### src/rtl/rap_err_recover.sv
// Slice-serial exact re-add behind the RAP approximate adder.
// Reports exact sum, error flag and absolute error magnitude.
module rap_err_recover #(
  parameter int WIDTH = 16,
  parameter int WIN   = 4
) (
  input  logic             clk,
  input  logic             rst_n,
  input  logic             in_valid,
  output logic             in_ready,
  input  logic [WIDTH-1:0] a,
  input  logic [WIDTH-1:0] b,
  input  logic [WIDTH:0]   approx_sum,
  output logic             out_valid,
  input  logic             out_ready,
  output logic [WIDTH:0]   exact_sum,
  output logic             err_flag,
  output logic [WIDTH:0]   err_mag
);

  localparam int NSLICE = WIDTH / WIN;
  localparam int IW = (NSLICE > 1) ? $clog2(NSLICE) : 1;
  localparam logic [IW-1:0] LAST = IW'(NSLICE - 1);

  typedef enum logic [1:0] {
    S_IDLE,
    S_ADD,
    S_CMP,
    S_OUT
  } state_t;

  state_t            r_st;
  logic [WIDTH-1:0]  r_a;
  logic [WIDTH-1:0]  r_b;
  logic [WIDTH:0]    r_approx;
  logic [WIDTH:0]    r_acc;
  logic              r_cy;
  logic [IW-1:0]     r_idx;

  logic [WIN-1:0]    w_a_sl;
  logic [WIN-1:0]    w_b_sl;
  logic [WIN:0]      w_sum;
  logic [WIDTH:0]    w_diff;

  assign w_a_sl = r_a[int'(r_idx)*WIN +: WIN];
  assign w_b_sl = r_b[int'(r_idx)*WIN +: WIN];
  assign w_sum  = {1'b0, w_a_sl} + {1'b0, w_b_sl}
                + {{WIN{1'b0}}, r_cy};
  assign w_diff = (r_acc >= r_approx) ? (r_acc - r_approx)
                                      : (r_approx - r_acc);

  always_ff @(posedge clk or negedge rst_n) begin
    if (!rst_n) begin
      r_st      <= S_IDLE;
      in_ready  <= 1'b1;
      out_valid <= 1'b0;
      exact_sum <= '0;
      err_flag  <= 1'b0;
      err_mag   <= '0;
      r_a       <= '0;
      r_b       <= '0;
      r_approx  <= '0;
      r_acc     <= '0;
      r_cy      <= 1'b0;
      r_idx     <= '0;
    end else begin
      unique case (r_st)
        S_IDLE: begin
          if (in_valid) begin
            r_a      <= a;
            r_b      <= b;
            r_approx <= approx_sum;
            r_acc    <= '0;
            r_cy     <= 1'b0;
            r_idx    <= '0;
            in_ready <= 1'b0;
            r_st     <= S_ADD;
          end
        end
        S_ADD: begin
          r_acc[int'(r_idx)*WIN +: WIN] <= w_sum[WIN-1:0];
          r_cy <= w_sum[WIN];
          if (r_idx == LAST) begin
            r_acc[WIDTH] <= w_sum[WIN];
            r_st         <= S_CMP;
          end else begin
            r_idx <= r_idx + 1'b1;
          end
        end
        S_CMP: begin
          err_flag  <= (r_acc != r_approx);
          err_mag   <= w_diff;
          exact_sum <= r_acc;
          out_valid <= 1'b1;
          r_st      <= S_OUT;
        end
        S_OUT: begin
          if (out_ready) begin
            out_valid <= 1'b0;
            in_ready  <= 1'b1;
            r_st      <= S_IDLE;
          end
        end
        default: r_st <= S_IDLE;
      endcase
    end
  end

endmodule

### config.mk
export PLATFORM = sky130hd
export DESIGN_NAME = rap_err_recover
export DESIGN_NICKNAME = d
export VERILOG_FILES = /design/src/rtl/rap_err_recover.sv
export SDC_FILE = /design/constraint.sdc
export NUM_CORES = 1
export LEC_CHECK = 0
export ABC_CLOCK_PERIOD_IN_PS = 7700
export BUFFER_PORTS_ARGS = -buffer_cell sky130_fd_sc_hd__buf_2
export CAP_MARGIN = 20
export CORE_UTILIZATION = 49
export CTS_CLUSTER_SIZE = 20
export DETAILED_ROUTE_END_ITERATION = 16
export PLACE_DENSITY_LB_ADDON = 0.12
export RECOVER_POWER = 100
export SLEW_MARGIN = 20
export SYNTH_ARGS = -nofsm -noshare
export SYNTH_HDL_FRONTEND = slang
export SYNTH_SLANG_ARGS = --single-unit
### constraint.sdc
create_clock -name clk -period 7.7 [get_ports clk]
set_input_delay 0.77 -clock clk [delete_from_list [all_inputs] [get_ports clk]]
set_output_delay 0.77 -clock clk [all_outputs]
set_load 0.02 [all_outputs]
---- Word-level counts from Yosys, hierarchy flattened ----
Cells that the tools add are included.
word-level totals
  register bits after elaboration ......... 108
  bits of input ports ..................... 53
  output and inout port bits .............. 37
  word-level logic and storage cells ...... 60
cells by class
  add/subtract/negate cells ............... 6
  order comparisons ....................... 1
  equality and inequality tests ........... 9
  shifts and indexed selects .............. 4
  multiplexer cells ....................... 18
  reduce and logical (&&, ||, !) cells .... 10
operators by type and width
  cell                                                   count
  2-to-1 mux 17 bit                                      2
  one-hot mux 17 bit (2 select lines)                    1
  subtractor 17 bit                                      2
  negator 4 -> 33 bit                                    1
  variable shift 4 x 33 -> 17 bit, first input constant  1
  variable part select 4 x 33 -> 17 bit                  1
  variable part select 16 x 5 -> 4 bit                   2
  bitwise mux 17 bit                                     1
  >= comparator 17 bit                                   1
  != test 17 bit                                         1
  2-to-1 mux 2 bit                                       5
  AND reduction 3 bit                                    3
  != test 2 bit, second input constant                   4
  one-hot mux 2 bit (4 select lines)                     1
  == test 2 bit, second input constant                   3
  one-hot mux 1 bit (2 select lines)                     3
  AND reduction 2 bit                                    3
  nonzero test 2 bit                                     3
  adder 4 x 4 -> 5 bit                                   1
  adder 5 x 1 -> 5 bit                                   1
  2-to-1 mux 1 bit                                       4
  one-hot mux 2 bit (2 select lines)                     1
  adder 2 x 1 -> 2 bit, second input constant            1
  == test 2 x 1 -> 1 bit, second input constant          1
  logical NOT 2 bit                                      1

---- Logic depth before layout (Yosys ltp) ----
  depth after elaboration ................. 7
  gate-level depth with buffers ........... 12

---- Least setup slack after synthesis ----
OpenSTA, ideal clock, no wires.
  path kind ............................... register to register
  from .................................... register r_idx[0]
  to ...................................... register r_acc[16]
  setup time .............................. 0.123 ns
  data arrival time ....................... 2.615 ns
  setup slack ............................. 4.961 ns
  stages on the path, launching flop included .. 9
  clock period less this slack ............ 2.739 ns
  cells stage by stage .................... dfrtp_1 buf_1 mux4_2 fa_1 a21o_1 a21oi_1 a22oi_1 a21oi_1 a21oi_1
between the ends
  cells in the longest elaborated chain, start to end .. 7
  elaborated cells between the ends (all ways) .. 11
RTL lines
  item                                                     line    text
  start, declared                                          38      logic [IW-1:0] r_idx;
  start signal, assigned                                   87      r_idx <= r_idx + 1'b1;
  variable part select 16 x 5 -> 4 bit (on tied branches)  45, 46
  adder 4 x 4 -> 5 bit                                     47      assign w_sum = {1'b0, w_a_sl} + {1'b0, w_b_sl}
  adder 5 x 1 -> 5 bit                                     48      + {{WIN{1'b0}}, r_cy};
  variable part select 4 x 33 -> 17 bit                    81      r_acc[int'(r_idx)*WIN +: WIN] <= w_sum[WIN-1:0];
  bitwise mux 17 bit                                       81
  2-to-1 mux 1 bit (*)                                     83      if (r_idx == LAST) begin
  one-hot mux 17 bit (2 select lines) (*)                  67      unique case (r_st)
  end signal, assigned by index                            81
  end signal, assigned by index                            84      r_acc[WIDTH] <= w_sum[WIN];
  end, declared                                            36      logic [WIDTH:0] r_acc;
Every way passes the cells marked *; elsewhere a longest branch is shown, timed or not.
A chain may end at the register's enable or synchronous reset.

---- Worst setup path after layout ----
  from .................................... register r_acc[13]
  to ...................................... register err_mag[14]
between the ends
  cells in the longest elaborated chain, start to end .. 2
  elaborated cells between the ends (all ways) .. 4
RTL lines
  item                                             line  text
  subtractor 17 bit, or another cell as far along  50    : (r_approx - r_acc);
  2-to-1 mux 17 bit (*)                            49    assign w_diff = (r_acc >= r_approx) ? (r_acc - r_approx)
  end signal, assigned                             92    err_mag <= w_diff;
  end, declared                                    18    output logic [WIDTH:0] err_mag
Marks and branches as above.

==> summary.md <==
In this run, synthesis inferred 0 flip-flops with an integrated enable. The most common cell in the synthesized netlist is sky130_fd_sc_hd__dfrtp_1. The clock latency at the later pin of the worst-skew pair is 0.36 ns. Root buffer cell: sky130_fd_sc_hd__clkbuf_16. The top cell type's share of synthesized area was 41.6%.

Measured along the x axis, the die boundary spans 117 um. For the number of inserted diodes, the log shows 0. Clock skew on the completed layout was measured at 0.00510 ns. The routability congestion estimate is 0.866, and the number of rows in the core area is 41. Async set-reset flop share out of synthesis: 100%. The tools report the startpoint of the worst register-to-register path as r_acc[13]$_DFFE_PN0P_.

In this run the worst path has a maximum fanout of 13. The core box area was 12,700 um2; the pin slew with the least headroom to its limit was 2.77 ns. For this block, the via count after detailed routing is 4,718. The initial cell density of the core is 50.6%. After detailed routing, the number of vias per cell comes to 5.57. The worst setup path is of the register to register kind. The number of gates resized after CTS was 0. The endpoint with the worst hold slack was err_mag[0]$_DFFE_PN0P_. The share of the yosys chip area belonging to registers was 42.0%.

The path class of the tightest hold or removal check is register to register. The number of design rule violations left after detail routing was 0. The fmax came out at 0.263 GHz. The predominant post-synthesis flop cell is sky130_fd_sc_hd__dfrtp_1. Normalized max-slew margin: -84.8%. After clock tree synthesis, the setup repair step added 0 buffers. The DRC violation total after the first TritonRoute iteration was 177. After detailed placement, the design holds a cell count of 831. Summed over all instances, the cell type with the most area after synthesis is sky130_fd_sc_hd__dfrtp_1. Reported max-cap violation count: 3. TritonCTS built the clock tree. The ratio of final minimum period to clock period is 49.3%, and the number of fill cells is 1,186. The critical path required time is 7.94 ns, and the sum of negative setup slack is 0 ns. The run gives 6440 um2 as the cell area after synthesis. The die covers 13,600 um2. Number of global-route vias before repair: 4,710.

The first global-routing pass estimated 24,000 um of wire. At the end of the flow, the number of nets in the layout was 771. The total power density per cell area works out to 457 nW/um2. The worst setup path is captured at a register. After clock tree synthesis, the flow added hold-fix buffers numbering 0.

The worst IR drop on VDD is 0.000230 V. The clock period could shrink to 3.80 ns. The clock net in this run drives a total of 108 sinks. During synthesis, Yosys emitted a total of 0 warnings. Summed over all layers, the routed wires come to 15,100 um. Sorting the synthesized cells by area gives the leading types as sky130_fd_sc_hd__dfrtp_1 42%, sky130_fd_sc_hd__mux2_2 12%, sky130_fd_sc_hd__ha_1 8.5%. For the remaining antenna violation count after routing, the log shows 0. The count of buffers added on input and output ports is 89. The area added between synthesis and finish is 12.0%, and the detail-routed net length per standard cell is 17.9 um. In this run, synthesis produced a sequential element count of 108. The fraction of final layout cells sized beyond drive strength 1 is 23.3%. The tools report the register-to-register setup slack as 3.90 ns. The worst register-to-register path ends at err_mag[14]$_DFFE_PN0P_. For this design the static power due to leakage is 0.00334 uW. The logs give 3 for the count of H-tree levels built during CTS and 0 for the count of endpoints failing setup in the final report. TritonCTS created 9 clock buffers. The count of placed standard cells in the final layout, fillers left out is 847, and the number of distinct library cell variants in the gate-level netlist after synthesis is 73. After synthesis, the most frequently instantiated cells are 107 x sky130_fd_sc_hd__dfrtp_1, 69 x sky130_fd_sc_hd__mux2_2, 52 x sky130_fd_sc_hd__inv_1. The cell count after synthesis was 593; the mean instance size in the synthesized netlist was 10.9 um2. The number of cells traversed by the worst hold path is 2, and the clock slew at the register clock pins of the worst setup and hold paths is 0.07 ns. In the final layout, flip-flops and latches occupy 2700 um2. Remaining global-route overflow: 0.

The worst setup path is launched from a register. After legalization and detailed placement, the total HPWL measured 11,500 um. The run finished, with violations left.

Entering global routing, the biggest net connects 76 pins. The number of antenna violations at the first check in global routing was 0; the worst reg2reg path depth was 9. Synthesis produced a netlist with a net count of 694.

The final reports fail on max-capacitance violations, max-slew violations. Setup repair after global routing left no endpoint under its margin. The count of final hold-check violations is 0, and the I/O pin count is 90. For the first-pass detailed-route iteration total, the log shows 4. In the final layout, the multi-input gates occupy 3360 um2. The maximum buffer depth of the clock tree is 2, and the die outline height is 117 um. The worst hold path begins at err_mag[0]$_DFFE_PN0P_.

The tools report the max-slew violation count as 129. Global routing consumed, over all layers together, 23.7% of the routing resources. STA puts the critical path data arrival time at 4.04 ns.
-- kinds of logic after synthesis --
group / synth area share (%)
AOI/OAI and AO/OA: 16.6
xor gates and xnor gates: 1.90
adders and majority gates: 9.79
buffers and inverters: 5.03
DFF: 42.0
muxes: 15.8
and+or+nand+nor: 8.94
-- how the worst max path moves through the flow --
| stage | cells past startpoint | to | slack [ns] | from |
|---|---|---|---|---|
| 6_report | 9 | err_mag[14]$_DFFE_PN0P_ | 3.90 | r_acc[13]$_DFFE_PN0P_ |
| 5_1_grt | 10 | r_acc[7]$_DFFE_PN0P_ | 3.56 | r_st[0]$_DFFE_PN0P_ |
| 4_1_cts | 8 | r_acc[16]$_DFFE_PN0P_ | 4.15 | r_idx[0]$_DFFE_PN0P_ |
| 3_5_place_dp | 8 | r_acc[16]$_DFFE_PN0P_ | 4.19 | r_idx[0]$_DFFE_PN0P_ |
| 3_3_place_gp | 8 | r_acc[16]$_DFFE_PN0P_ | 4.23 | r_idx[0]$_DFFE_PN0P_ |
| 2_1_floorplan | 8 | r_acc[16]$_DFFE_PN0P_ | 4.96 | r_idx[0]$_DFFE_PN0P_ |
-- registers in the layout, summed over array words and instances (netlist names) --
name	count
err_flag	1
out_valid	1
r_acc	17
err_mag	17
r_idx	2
r_b	16
r_a	16
r_approx	17
in_ready	1
r_cy	1
exact_sum	17
r_st	2
-- routing by layer --
metal	track usage (%)	up-vias	share of wire, %
met5	0	-	0
met1	31.4	2301	44
met2	38.5	111	48
met3	3.27	22	4.4
met4	11.3	0	2.8
li1	-	2284	-
-- worst max-delay path, stage by stage, from the launching register on --
cell,delay [ns]
sky130_fd_sc_hd__dfrtp_1,0.41
sky130_fd_sc_hd__ha_1,0.50
sky130_fd_sc_hd__and4_1,0.36
sky130_fd_sc_hd__nand4_2,0.12
sky130_fd_sc_hd__nor4_1,0.35
sky130_fd_sc_hd__or3_1,0.53
sky130_fd_sc_hd__nor2_1,0.33
sky130_fd_sc_hd__a2111oi_0,0.61
sky130_fd_sc_hd__mux2i_1,0.18
sky130_fd_sc_hd__a211o_1,0.29
-- placed cells by master, fill, tap and decap left out, types with 3 or more instances in the layout --
master / Yosys / routed
sky130_fd_sc_hd__dfrtp_1: 107 / 107
sky130_fd_sc_hd__mux4_2: 8 / 8
sky130_fd_sc_hd__a21oi_1: 40 / 40
sky130_fd_sc_hd__nor2b_1: 5 / 5
sky130_fd_sc_hd__o21bai_1: 8 / 8
sky130_fd_sc_hd__o2111ai_1: 3 / 3
sky130_fd_sc_hd__a22o_1: 9 / 9
sky130_fd_sc_hd__a21o_1: 16 / 16
sky130_fd_sc_hd__o22ai_1: 6 / 6
sky130_fd_sc_hd__xnor2_1: 9 / 9
sky130_fd_sc_hd__nand4_1: 7 / 7
sky130_fd_sc_hd__mux2i_1: 6 / 6
sky130_fd_sc_hd__xor2_1: 5 / 5
sky130_fd_sc_hd__o31ai_1: 4 / 5
sky130_fd_sc_hd__nand2b_1: 4 / 4
sky130_fd_sc_hd__fa_1: 4 / 4
sky130_fd_sc_hd__o21ai_0: 30 / 30
sky130_fd_sc_hd__buf_2: 7 / 51
sky130_fd_sc_hd__and2_1: 3 / 3
sky130_fd_sc_hd__clkbuf_16: 0 / 9
sky130_fd_sc_hd__o21ai_1: 6 / 6
sky130_fd_sc_hd__nand2_1: 30 / 29
sky130_fd_sc_hd__nand3_1: 5 / 5
sky130_fd_sc_hd__ha_1: 44 / 44
sky130_fd_sc_hd__nor3_1: 8 / 8
sky130_fd_sc_hd__or3_1: 2 / 3
sky130_fd_sc_hd__nor2_1: 24 / 25
sky130_fd_sc_hd__mux2_2: 69 / 69
sky130_fd_sc_hd__inv_1: 52 / 52
sky130_fd_sc_hd__inv_8: 0 / 3
sky130_fd_sc_hd__o21a_1: 5 / 5
sky130_fd_sc_hd__clkbuf_1: 10 / 41
-- cell type report --
class	instances	share of cell area, %
tap	172	2.98
inverter	52	2.71
multi-input combinational	407	46.5
timing repair buffer	92	5.72
clock buffer	10	3.17
sequential	108	37.5
clock inverter	6	1.42
-- stage by stage --
step | instance area, um2 | setup WS (ns) | total power (uW) | util, % | hold slack, ns
4_1_cts | 7330 | 4.15 | 3350 | 57.6 | 0.363
2_1_floorplan | 6440 | 4.96 | 2270 | - | 0.474
3_3_place_gp | 7000 | 4.23 | 2780 | 55.0 | 0.463
6_report | 7220 | 3.90 | 3290 | 56.7 | 0.484
3_5_place_dp | 7000 | 4.19 | 2810 | 55.0 | 0.471
5_1_grt | 7220 | 3.56 | 3540 | 56.7 | 0.521
-- report_power, final --
group          switching [uW]  leakage (uW)  total (uW)  internal, uW
sequential                163       0.00134         955           792
combinational            1070       0.00183        1820           753
clock                     227      0.000163         520           294
Power figures use the tool's default switching activity.
